$ cat src/rtl/uart_mem_loader_pkg.sv
// Shared definitions for the UART memory loader: sync byte, byte-lane
// select for a full word, FSM state encodings and the word address helper.
package uart_mem_loader_pkg;

    localparam logic [7:0] SYNC_BYTE = 8'h55;
    localparam logic [3:0] SEL_WORD  = 4'hF;

    typedef enum logic [2:0] {
        ST_IDLE,
        ST_CNT_H,
        ST_CNT_L,
        ST_DATA,
        ST_WRITE,
        ST_CSUM,
        ST_DONE,
        ST_ERR
    } loader_state_t;

    typedef enum logic [1:0] {
        RX_IDLE,
        RX_START,
        RX_DATA,
        RX_STOP
    } rx_state_t;

    // Byte address of word 'index'; 32-bit arithmetic wraps naturally.
    function automatic logic [31:0] word_addr(input logic [31:0] base,
                                              input logic [15:0] index);
        return base + {14'd0, index, 2'b00};
    endfunction

endpackage

$ cat src/rtl/uart_mem_loader_if.sv
// Data-memory port driven by the loader (ce/we/addr/sel/data), the same
// shape as the port data_ram answers.
interface uart_mem_loader_if;
    logic        ce;
    logic        we;
    logic [31:0] addr;
    logic [3:0]  sel;
    logic [31:0] data;

    modport master (output ce, we, addr, sel, data);
    modport slave  (input  ce, we, addr, sel, data);
endinterface

$ cat src/rtl/uart_mem_loader_uart_rx_core.sv
// UART 8N1 receiver: 2-flop synchronizer, falling-edge start detection
// with a half-bit start re-check, mid-bit sampling LSB first, stop-bit
// check. Emits one byte_valid_o pulse per good byte, frame_err_o when the
// stop bit reads low.
module uart_rx_core
    import uart_mem_loader_pkg::*;
#(
    parameter int CLKS_PER_BIT = 434
) (
    input  logic       clk,
    input  logic       rst_n,
    input  logic       uart_rx,
    output logic [7:0] byte_o,
    output logic       byte_valid_o,
    output logic       frame_err_o
);

    localparam int CW = $clog2(CLKS_PER_BIT);
    localparam logic [CW-1:0] HALF = CW'(CLKS_PER_BIT / 2 - 1);
    localparam logic [CW-1:0] LAST = CW'(CLKS_PER_BIT - 1);

    logic [1:0]    sync_reg;
    logic          rx_prev_reg;
    logic          rx_s;
    rx_state_t     state_reg, state_next;
    logic [CW-1:0] cnt_reg, cnt_next;
    logic [2:0]    bit_reg, bit_next;
    logic [7:0]    shift_reg, shift_next;
    logic          stop_mid;

    assign rx_s = sync_reg[1];

    // Synchronize the line and keep the previous sample for edge detection.
    always_ff @(posedge clk or negedge rst_n) begin
        if (!rst_n) begin
            sync_reg    <= 2'b11;
            rx_prev_reg <= 1'b1;
        end else begin
            sync_reg    <= {sync_reg[0], uart_rx};
            rx_prev_reg <= rx_s;
        end
    end

    // Receiver state and bit-timing registers.
    always_ff @(posedge clk or negedge rst_n) begin
        if (!rst_n) begin
            state_reg <= RX_IDLE;
            cnt_reg   <= '0;
            bit_reg   <= '0;
            shift_reg <= '0;
        end else begin
            state_reg <= state_next;
            cnt_reg   <= cnt_next;
            bit_reg   <= bit_next;
            shift_reg <= shift_next;
        end
    end

    // Bit timing: half a bit to the start-bit centre, then full bits.
    always_comb begin
        state_next = state_reg;
        cnt_next   = cnt_reg;
        bit_next   = bit_reg;
        shift_next = shift_reg;
        case (state_reg)
            RX_IDLE: begin
                if (rx_prev_reg && !rx_s) begin
                    state_next = RX_START;
                    cnt_next   = '0;
                end
            end
            RX_START: begin
                if (cnt_reg == HALF) begin
                    cnt_next   = '0;
                    bit_next   = '0;
                    // A start bit that is high again at its centre was a glitch.
                    state_next = rx_s ? RX_IDLE : RX_DATA;
                end else begin
                    cnt_next = cnt_reg + 1'b1;
                end
            end
            RX_DATA: begin
                if (cnt_reg == LAST) begin
                    cnt_next   = '0;
                    shift_next = {rx_s, shift_reg[7:1]};
                    bit_next   = bit_reg + 1'b1;
                    if (bit_reg == 3'd7) begin
                        state_next = RX_STOP;
                    end
                end else begin
                    cnt_next = cnt_reg + 1'b1;
                end
            end
            RX_STOP: begin
                if (cnt_reg == LAST) begin
                    cnt_next   = '0;
                    state_next = RX_IDLE;
                end else begin
                    cnt_next = cnt_reg + 1'b1;
                end
            end
            default: state_next = RX_IDLE;
        endcase
    end

    // Result pulses at the stop-bit centre.
    always_comb begin
        stop_mid     = (state_reg == RX_STOP) && (cnt_reg == LAST);
        byte_valid_o = stop_mid && rx_s;
        frame_err_o  = stop_mid && !rx_s;
        byte_o       = shift_reg;
    end

endmodule

$ cat src/rtl/uart_mem_loader.sv
// Serial boot loader: receives a framed image over UART
// (0x55, count_hi, count_lo, N*4 big-endian data bytes, checksum) and
// writes it as 32-bit words to data memory. The CPU is held in reset
// until a load finishes with a good checksum.
// Optional macro LOADER_TIMEOUT_EN: abort to ERR when no byte arrives for
// TIMEOUT_CYCLES while a frame is in progress.
module uart_mem_loader
    import uart_mem_loader_pkg::*;
#(
    parameter int          CLKS_PER_BIT   = 434,
    parameter logic [31:0] BASE_ADDR      = 32'h0000_0000,
    parameter int          MAX_WORDS      = 1024,
    parameter int          TIMEOUT_CYCLES = 5_000_000
) (
    input  logic              clk,
    input  logic              rst,
    input  logic              uart_rx,
    uart_mem_loader_if.master bus,
    output logic              cpu_rst_o,
    output logic              busy_o,
    output logic              done_o,
    output logic              err_o
);

    if (CLKS_PER_BIT < 8 || TIMEOUT_CYCLES < 2) begin : g_param_check
        $error("uart_mem_loader: CLKS_PER_BIT must be >= 8 and TIMEOUT_CYCLES >= 2");
    end

    logic [7:0]    byte_data;
    logic          byte_valid;
    logic          frame_err;

    loader_state_t state_reg, state_next;
    logic [15:0]   count_reg, count_next;
    logic [15:0]   index_reg, index_next;
    logic [23:0]   word_reg, word_next;     // first three bytes of the word
    logic [1:0]    byte_cnt_reg, byte_cnt_next;
    logic [7:0]    csum_reg, csum_next;
    logic [31:0]   addr_reg, addr_next;
    logic [31:0]   data_reg, data_next;
    logic          in_frame;
    logic          waiting;
    logic          timeout;
    logic [15:0]   count_full;

    uart_rx_core #(
        .CLKS_PER_BIT (CLKS_PER_BIT)
    ) u_rx (
        .clk          (clk),
        .rst_n        (rst),
        .uart_rx      (uart_rx),
        .byte_o       (byte_data),
        .byte_valid_o (byte_valid),
        .frame_err_o  (frame_err)
    );

    assign in_frame   = (state_reg == ST_CNT_H) || (state_reg == ST_CNT_L) ||
                        (state_reg == ST_DATA)  || (state_reg == ST_WRITE) ||
                        (state_reg == ST_CSUM);
    assign waiting    = in_frame && (state_reg != ST_WRITE);
    assign count_full = {count_reg[15:8], byte_data};

`ifdef LOADER_TIMEOUT_EN
    logic [31:0] idle_cnt_reg;

    // Cycles since the last byte; reloads to 1 so that ERR is entered
    // exactly TIMEOUT_CYCLES after the byte_valid pulse. Saturates.
    always_ff @(posedge clk or negedge rst) begin
        if (!rst) begin
            idle_cnt_reg <= '0;
        end else if (byte_valid) begin
            idle_cnt_reg <= 32'd1;
        end else if (idle_cnt_reg < 32'(TIMEOUT_CYCLES)) begin
            idle_cnt_reg <= idle_cnt_reg + 32'd1;
        end
    end

    assign timeout = waiting && !byte_valid &&
                     (idle_cnt_reg >= 32'(TIMEOUT_CYCLES - 1));
`else
    // Without the watchdog a stalled frame waits for reset indefinitely.
    assign timeout = 1'b0;
`endif

    // Frame state, counters, checksum and held bus values.
    always_ff @(posedge clk or negedge rst) begin
        if (!rst) begin
            state_reg    <= ST_IDLE;
            count_reg    <= '0;
            index_reg    <= '0;
            word_reg     <= '0;
            byte_cnt_reg <= '0;
            csum_reg     <= '0;
            addr_reg     <= '0;
            data_reg     <= '0;
        end else begin
            state_reg    <= state_next;
            count_reg    <= count_next;
            index_reg    <= index_next;
            word_reg     <= word_next;
            byte_cnt_reg <= byte_cnt_next;
            csum_reg     <= csum_next;
            addr_reg     <= addr_next;
            data_reg     <= data_next;
        end
    end

    // Frame parser: header, data words, checksum, and restart on sync.
    always_comb begin
        state_next    = state_reg;
        count_next    = count_reg;
        index_next    = index_reg;
        word_next     = word_reg;
        byte_cnt_next = byte_cnt_reg;
        csum_next     = csum_reg;
        addr_next     = addr_reg;
        data_next     = data_reg;
        case (state_reg)
            ST_IDLE, ST_DONE, ST_ERR: begin
                if (byte_valid && byte_data == SYNC_BYTE) begin
                    state_next = ST_CNT_H;
                    csum_next  = '0;
                end
            end
            ST_CNT_H: begin
                if (byte_valid) begin
                    count_next[15:8] = byte_data;
                    state_next       = ST_CNT_L;
                end
            end
            ST_CNT_L: begin
                if (byte_valid) begin
                    count_next    = count_full;
                    index_next    = '0;
                    byte_cnt_next = '0;
                    if ({16'd0, count_full} > 32'(MAX_WORDS)) begin
                        state_next = ST_ERR;
                    end else if (count_full == 16'd0) begin
                        state_next = ST_CSUM;
                    end else begin
                        state_next = ST_DATA;
                    end
                end
            end
            ST_DATA: begin
                if (byte_valid) begin
                    word_next     = {word_reg[15:0], byte_data};
                    csum_next     = csum_reg + byte_data;
                    byte_cnt_next = byte_cnt_reg + 2'd1;
                    if (byte_cnt_reg == 2'd3) begin
                        state_next = ST_WRITE;
                        addr_next  = word_addr(BASE_ADDR, index_reg);
                        data_next  = {word_reg, byte_data};
                    end
                end
            end
            ST_WRITE: begin
                index_next = index_reg + 16'd1;
                if (({1'b0, index_reg} + 17'd1) < {1'b0, count_reg}) begin
                    state_next = ST_DATA;
                end else begin
                    state_next = ST_CSUM;
                end
            end
            ST_CSUM: begin
                if (byte_valid) begin
                    state_next = (byte_data == csum_reg) ? ST_DONE : ST_ERR;
                end
            end
            default: state_next = ST_IDLE;
        endcase
        // A bad stop bit or a stall aborts a frame in progress.
        if (in_frame && (frame_err || timeout)) begin
            state_next = ST_ERR;
        end
    end

    // Bus strobes and status decoded from the current state.
    always_comb begin
        bus.ce    = (state_reg == ST_WRITE);
        bus.we    = (state_reg == ST_WRITE);
        bus.sel   = (state_reg == ST_WRITE) ? SEL_WORD : 4'h0;
        bus.addr  = addr_reg;
        bus.data  = data_reg;
        busy_o    = in_frame;
        done_o    = (state_reg == ST_DONE);
        err_o     = (state_reg == ST_ERR);
        cpu_rst_o = (state_reg != ST_DONE);
    end

endmodule

$ cat src/flat_wrapper.sv
// flat-port wrapper written by rule: the top's interface ports become plain ports
module uart_mem_loader_flat import uart_mem_loader_pkg::*;
#(
    parameter int          CLKS_PER_BIT   = 434,
    parameter logic [31:0] BASE_ADDR      = 32'h0000_0000,
    parameter int          MAX_WORDS      = 1024,
    parameter int          TIMEOUT_CYCLES = 5_000_000
)
  (clk, rst, uart_rx, cpu_rst_o, busy_o, done_o, err_o, bus_ce, bus_we, bus_addr, bus_sel, bus_data);
  uart_mem_loader_if bus_i ();
  input  logic clk;
  input  logic rst;
  input  logic uart_rx;
  output logic cpu_rst_o;
  output logic busy_o;
  output logic done_o;
  output logic err_o;
  output wire logic [$bits(bus_i.ce)-1:0] bus_ce;
  output wire logic [$bits(bus_i.we)-1:0] bus_we;
  output wire logic [$bits(bus_i.addr)-1:0] bus_addr;
  output wire logic [$bits(bus_i.sel)-1:0] bus_sel;
  output wire logic [$bits(bus_i.data)-1:0] bus_data;
  assign bus_ce = bus_i.ce;
  assign bus_we = bus_i.we;
  assign bus_addr = bus_i.addr;
  assign bus_sel = bus_i.sel;
  assign bus_data = bus_i.data;
  uart_mem_loader #(.CLKS_PER_BIT(CLKS_PER_BIT), .BASE_ADDR(BASE_ADDR), .MAX_WORDS(MAX_WORDS), .TIMEOUT_CYCLES(TIMEOUT_CYCLES)) u_core (.clk(clk), .rst(rst), .uart_rx(uart_rx), .bus(bus_i), .cpu_rst_o(cpu_rst_o), .busy_o(busy_o), .done_o(done_o), .err_o(err_o));
endmodule
$ cat config.mk
export PLATFORM = sky130hd
export DESIGN_NAME = uart_mem_loader_flat
export DESIGN_NICKNAME = d
export VERILOG_FILES = /design/src/rtl/uart_mem_loader_pkg.sv /design/src/rtl/uart_mem_loader_if.sv /design/src/rtl/uart_mem_loader_uart_rx_core.sv /design/src/rtl/uart_mem_loader.sv /design/src/flat_wrapper.sv
export SDC_FILE = /design/constraint.sdc
export NUM_CORES = 1
export LEC_CHECK = 0
export ABC_AREA = 1
export BUFFER_PORTS_ARGS = -buffer_cell sky130_fd_sc_hd__buf_2
export CAP_MARGIN = 20
export CORE_MARGIN = 2
export CORE_UTILIZATION = 24
export CTS_BUF_LIST = sky130_fd_sc_hd__clkbuf_4
export CTS_CLUSTER_DIAMETER = 30
export DETAILED_ROUTE_END_ITERATION = 10
export PLACE_DENSITY_LB_ADDON = 0.25
export REMOVE_ABC_BUFFERS = 1
export SKIP_LAST_GASP = 1
export SYNTH_ARGS = -nofsm -noshare
export SYNTH_HDL_FRONTEND = slang
export SYNTH_HIERARCHICAL = 1
export SYNTH_SLANG_ARGS = --single-unit
$ cat constraint.sdc
create_clock -name clk -period 6.75 [get_ports clk]
set_clock_uncertainty 0.15 [all_clocks]
set_input_delay 0.3375 -clock clk [delete_from_list [all_inputs] [get_ports clk]]
set_output_delay 0.3375 -clock clk [all_outputs]
set_load 0.01 [all_outputs]
; ---- Word level (Yosys, flattened, before mapping)
; Index checks and enable logic that the tools add are counted.
[op_classes]
add_sub_neg = 6
n_mul = 0
div_mod_pow = 0
n_lt_le_gt_ge = 2
n_eq_ne = 31
shift = 0
mux = 37
n_bitwise = 1
n_reduce_logical = 31
[op_table]
columns = op, count
row1 = $mux 3, 12
row2 = $pmux 16 s2, 1
row3 = $pmux 8 s2, 2
row4 = $mux 9, 3
row5 = $pmux 9 s3, 1
row6 = $mux 8, 3
row7 = $pmux 3 s6, 1
row8 = $add 16x1->17 const B, 1
row9 = $lt 17x16->1, 1
row10 = $add 16x1->16 const B, 1
row11 = $gt 16x11->1 const B, 1
row12 = $logic_not 16->1, 1
row13 = $mux 16, 1
row14 = $mux 2, 8
row15 = $eq 3x3->1 const B, 5
row16 = $reduce_and 3->1, 5
row17 = $ne 3x2->1 const B, 4
row18 = $ne 2x2->1 const B, 5
row19 = $add 9x1->9 const B, 1
row20 = $eq 9x8->1 const B, 1
row21 = $eq 9x9->1 const B, 1
row22 = $add 8x8->8, 1
row23 = $eq 8x7->1 const B, 1
row24 = $eq 8x8->1, 1
row25 = other kinds (26), 46
[totals]
reg_bits = 142
latch_bits = 0
ramBits = 0
rom_bits = 0
output_inout_bits = 74
mem_count = 0

; ---- Depth between registers and ports, before layout
[logic_depth]
word_depth = 8
mapped_depth = 19
ltp_nobuf = 19

; ---- Cells and area by module
; Netlist, hierarchy kept.
[by_module_without_submodules]
columns = module, instances, cells_each, area_each_um2, seq_area_each_um2
row1 = uart_mem_loader, 1, 697, 5856.9, 2927.8
row2 = uart_rx_core, 1, 145, 1251.2, 629.4

; ---- Worst setup path before layout
; OpenSTA, ideal clock, no wires.
[synth_path]
kind = register to register
startpoint = reg u_core.index_reg[0]
endpoint = reg u_core.state_reg[2]
arrival_time_ps = 2291
t_required_ps = 6481
path_slack_ps = 4190
stages_incl_launch_ff = 18
path_buffers = 0
synth_period_minus_slack_ps = 2560
path_cell_list = dfrtp_1 > ha_1 > nand2_1 > nor2_1 > nand3_1 > nor2_1 > nand3_1 > xor2_1 > ha_1 > a21o_1 > a21oi_1 > nand2_1 > nor2_1 > nand2_1 > nand2_1 > nand2_1 > nand2_1 > nand2_1
[synth_via]
elab_chain_len = 5
[synth_lines]
columns = item, line
row1 = from (decl), uart_mem_loader.sv:35  ; logic [15:0] index_reg, index_next;
row2 = from (signal assigned), uart_mem_loader.sv:99  ; index_reg <= index_next;
row3 = $add 16x1->17, uart_mem_loader.sv:159  ; if (({1'b0, index_reg} + 17'd1) < {1'b0, count_reg}) begin
row4 = $lt 17x16->1, uart_mem_loader.sv:159
row5 = $mux 3, uart_mem_loader.sv:159
row6 = $pmux 3 s6, uart_mem_loader.sv:118  ; case (state_reg)
row7 = $mux 3, uart_mem_loader.sv:173  ; if (in_frame && (frame_err || timeout)) begin
row8 = to (signal assigned), uart_mem_loader.sv:97  ; state_reg <= state_next;
row9 = to (decl), uart_mem_loader.sv:33  ; loader_state_t state_reg, state_next;
; No other way between the ends.
; A chain may end at the register's enable or synchronous reset.

; ---- Worst setup path in the final report
[layout_path]
startpoint = reg u_core.u_rx.cnt_reg[1]
endpoint = reg u_core.addr_reg[2] (netlist: u_core/bus.addr[2])
[layout_via]
elab_chain_len = 4
[layout_lines]
columns = item, line
row1 = from (decl), uart_mem_loader_uart_rx_core.sv:26  ; logic [CW-1:0] cnt_reg, cnt_next;
row2 = from (signal assigned), uart_mem_loader_uart_rx_core.sv:53  ; cnt_reg <= cnt_next;
row3 = $eq 9x9->1, uart_mem_loader_uart_rx_core.sv:108  ; stop_mid = (state_reg == RX_STOP) && (cnt_reg == LAST);
row4 = $logic_and 1x1->1, uart_mem_loader_uart_rx_core.sv:108
row5 = $logic_and 1x1->1, uart_mem_loader_uart_rx_core.sv:109  ; byte_valid_o = stop_mid && rx_s;
row6 = net u_core.byte_valid, uart_mem_loader.sv:30  ; logic byte_valid;
row7 = $reduce_and 3->1 (no source line), -
row8 = to (signal assigned), uart_mem_loader.sv:103  ; addr_reg <= addr_next;
row9 = to (decl), uart_mem_loader.sv:39  ; logic [31:0] addr_reg, addr_next;
; The timed path passes the listed nets, and every way through them passes these cells.

==> results.md <==
- Yosys top cell area share: 48.94%
- Cell with the largest stage delay on the worst path: nand2_4
- Maxcap violations: 0
- Worst EP arrival: 3.83 ns
- Hold Path Class: input pin to asynchronous set/reset pin
- IO Count: 77
- Asr flop ratio synth: 100.0%
- Most area-hungry cell type in the Yosys netlist: dfrtp_1
- CTS Buf Count: 17
- Leakage: 0.003938 µW
- Top_reg_cell synth: dfrtp_1
- Post-cts sizing count: 0
- Final hold vios: 0
- Routed WL: 15750 µm
- Final setup violation count: 0
- # DRC: 0
- Internal power: 1143 µW
- Post-synth EDFFs: 0
- Syn_area_per_cell: 8.442 µm²
- Synth Instances: 842
- Most frequent cells after synthesis: nand2_1, dfrtp_1, inv_1, o21ai_0, o21ai_1
- Status: completed
- Critical path peak fanout: 95
- Core Util, Final: 27.32%
- HPWL after DPL: 10960 µm
- Net count, final: 933
- Final Wtd Congestion: 0.7869
- Ys Warns: 6
- Total power: 1564 µW
- IO Port Bufs: 60
- Top cell by count, worst path: inv_1
- Power per cell area: 194.7 mW/mm²
- Type of the worst setup path: register to register
- Layout cells sized above 1: 13.60%
- Data required time of the worst path: 7.04 ns
- Gr usage total: 10.89%
- CTS H-tree lvls: 4
- Part of the power in registers: 56.9%
- Comb power frac: 7.3%
- Family with the most delay on the worst path: simple AND/OR/NAND/NOR gates
- Fillers: 3220
- CTS tree: done
- Multi-input gate area: 0.002900 mm²
- Clock Sinks: 142
- Global-route wire length before repair: 26860 µm
- Fmax achieved: 282.7 MHz
- Drt first-iter violations: 277
- Pre-CTS WS: 3.167 ns
- Post-layout minimum cycle time: 3.538 ns
- Die area: 0.03101 mm²
- Drt wl/cell: 12.09 µm
- CP bufs+invs: 3
- Via count: 5392
- Post-Place Cells: 1267
- Switching part of the total: 26.96%
- Initial DRT Pass Iterations: 4
- Layout Cells excl Fill: 1303
- Mapped cell area: 0.007108 mm²
- Initial antenna violation count: 1
- Vias per std cell: 4.138
- Remaining global-route overflow: 0
- Netlist cell types: 38
- Core Rows: 63
- Crit path capture type: register
- Die height: 176.1 µm
- Die width: 176.1 µm
- Later-pin clock latency in the skew report: 0.55 ns
- Switching component of the power: 421.8 µW
- RSZ-0062 raised after global routing: false
- Final Worst Setup Slack: 3.212 ns
- Worst slew pin tran: 0.9401 ns
- Period utilization: 52.41%
- Part of the Yosys area used for sequential elements: 50.04%
- Slowest cell delay on critical path: 0.65 ns
- Clk slew on worst S/H paths: 0.14 ns
- Crit path launch type: register
- Largest register FFs: 32
- Number of global-route vias before repair: 5319
- Area contributors post-synth: dfrtp_1, nand2_1, inv_1
- Clock share of power: 35.8%
- Worst vdd ir: 94.72 µV
- Clock root buffer master: clkbuf_4
- Final Max Slew Viols: 0
- Synth-to-Final Area Change: 13.01%
- Max clock buf depth: 2
- Largest net degree at the start of global routing: 96
- Fin Setup TNS: 0 ns
- Core area: 0.02940 mm²
- Slew headroom: 37.32%
- #FFs+latches synth: 142
- Initial core utilization: 24.18%
- Reg area: 0.003557 mm²
- Antenna Nets Post-Route: 0
- Top-count cell post-synth: nand2_1
- CP Cell Sequence: inv_1, ha_1, nand2_1, nor2_2, nand2_2, inv_4, nand3_1, nor2_1, inv_1, nor2_8, nand2_4, mux2_4
[power groups by stage]
stage	registers [µW]	clock network, µW	logic [µW]
floorplan	902	0	77.9
global placement	906	0	114
detailed placement	906	0	114
CTS	890	592	115
global route	894	635	136
finish	890	560	114
[placed cells by master (no fill, tap or decap), types with 4 or more instances in the layout]
cell type	instances
nor3_1	4
nor2_1	45
o31ai_1	5
o21ai_2	4
ha_1	30
nand2_1	223
inv_2	7
inv_1	104
a21oi_1	18
nor2_2	4
conb_1	16
buf_2	59
o21ai_0	76
nand3_1	34
clkbuf_4	20
o22ai_1	7
nand4_1	14
dfrtp_1	139
xor2_1	13
o21ai_1	46
[logic make-up after synthesis]
logic type / share of synthesized area [%]
simple gates: 19.89
xor+xnor: 1.972
flops: 50.04
buf+inv: 10.02
compound gates: 12.25
mux: 0.2112
fa+ha+maj: 5.562
other cells: 0.05276
[through the flow]
step	hold slack, ns	area, µm²
2_1_floorplan	-0.1081	6882
3_3_place_gp	0.1972	7696
3_5_place_dp	0.1978	7696
4_1_cts	0.1511	8003
5_1_grt	0.1745	8033
6_report	0.1737	8033
[cell type report]
type / count / share of cell area (%)
Tap cell: 390 / 6.075
Sequential cell: 142 / 44.28
Clock buffer: 20 / 1.869
Clock inverter: 12 / 1.698
Timing Repair Buffer: 65 / 4.595
Multi-Input combinational cell: 560 / 36.11
Inverter: 113 / 5.343
Antenna cell: 1 / 0.03115
[timing repair]
| item | 4_1_cts | 5_1_grt |
|---|---|---|
| hold buffers | 2 | 0 |
| buffers inserted | 0 | 0 |
| endpoints found under the hold margin | 66 | 0 |
[path summary, 6_finish.rpt]
| path | from | to | slack (ns) | cells after the start |
|---|---|---|---|---|
| max | u_core/u_rx/cnt_reg[1]$_DFFE_PN0P_ | u_core/bus.addr[2]$_DFFE_PN0P_ | 3.21 | 12 |
| min | rst | u_core/bus.addr[17]$_DFFE_PN0P_ | 0.17 | 2 |
| max reg2reg | u_core/u_rx/cnt_reg[1]$_DFFE_PN0P_ | u_core/bus.addr[2]$_DFFE_PN0P_ | 3.21 | 12 |
| min reg2reg | u_core/u_rx/sync_reg[0]$_DFF_PN1_ | u_core/u_rx/sync_reg[1]$_DFF_PN1_ | 0.22 | 0 |
| max in group asynchronous | rst | u_core/word_reg[3]$_DFFE_PN0P_ | 5.23 | 4 |
| min in group clk | u_core/u_rx/sync_reg[0]$_DFF_PN1_ | u_core/u_rx/sync_reg[1]$_DFF_PN1_ | 0.22 | 0 |
[layer usage]
layer	vias to the layer above	GRT usage, %	wire [µm]
met2	83	17.42	7191
met5	-	0	0
met4	0	3.581	226
met3	13	2.326	681
met1	2504	14.65	7649
li1	2792	-	-
Power figures use the tool's default switching activity.
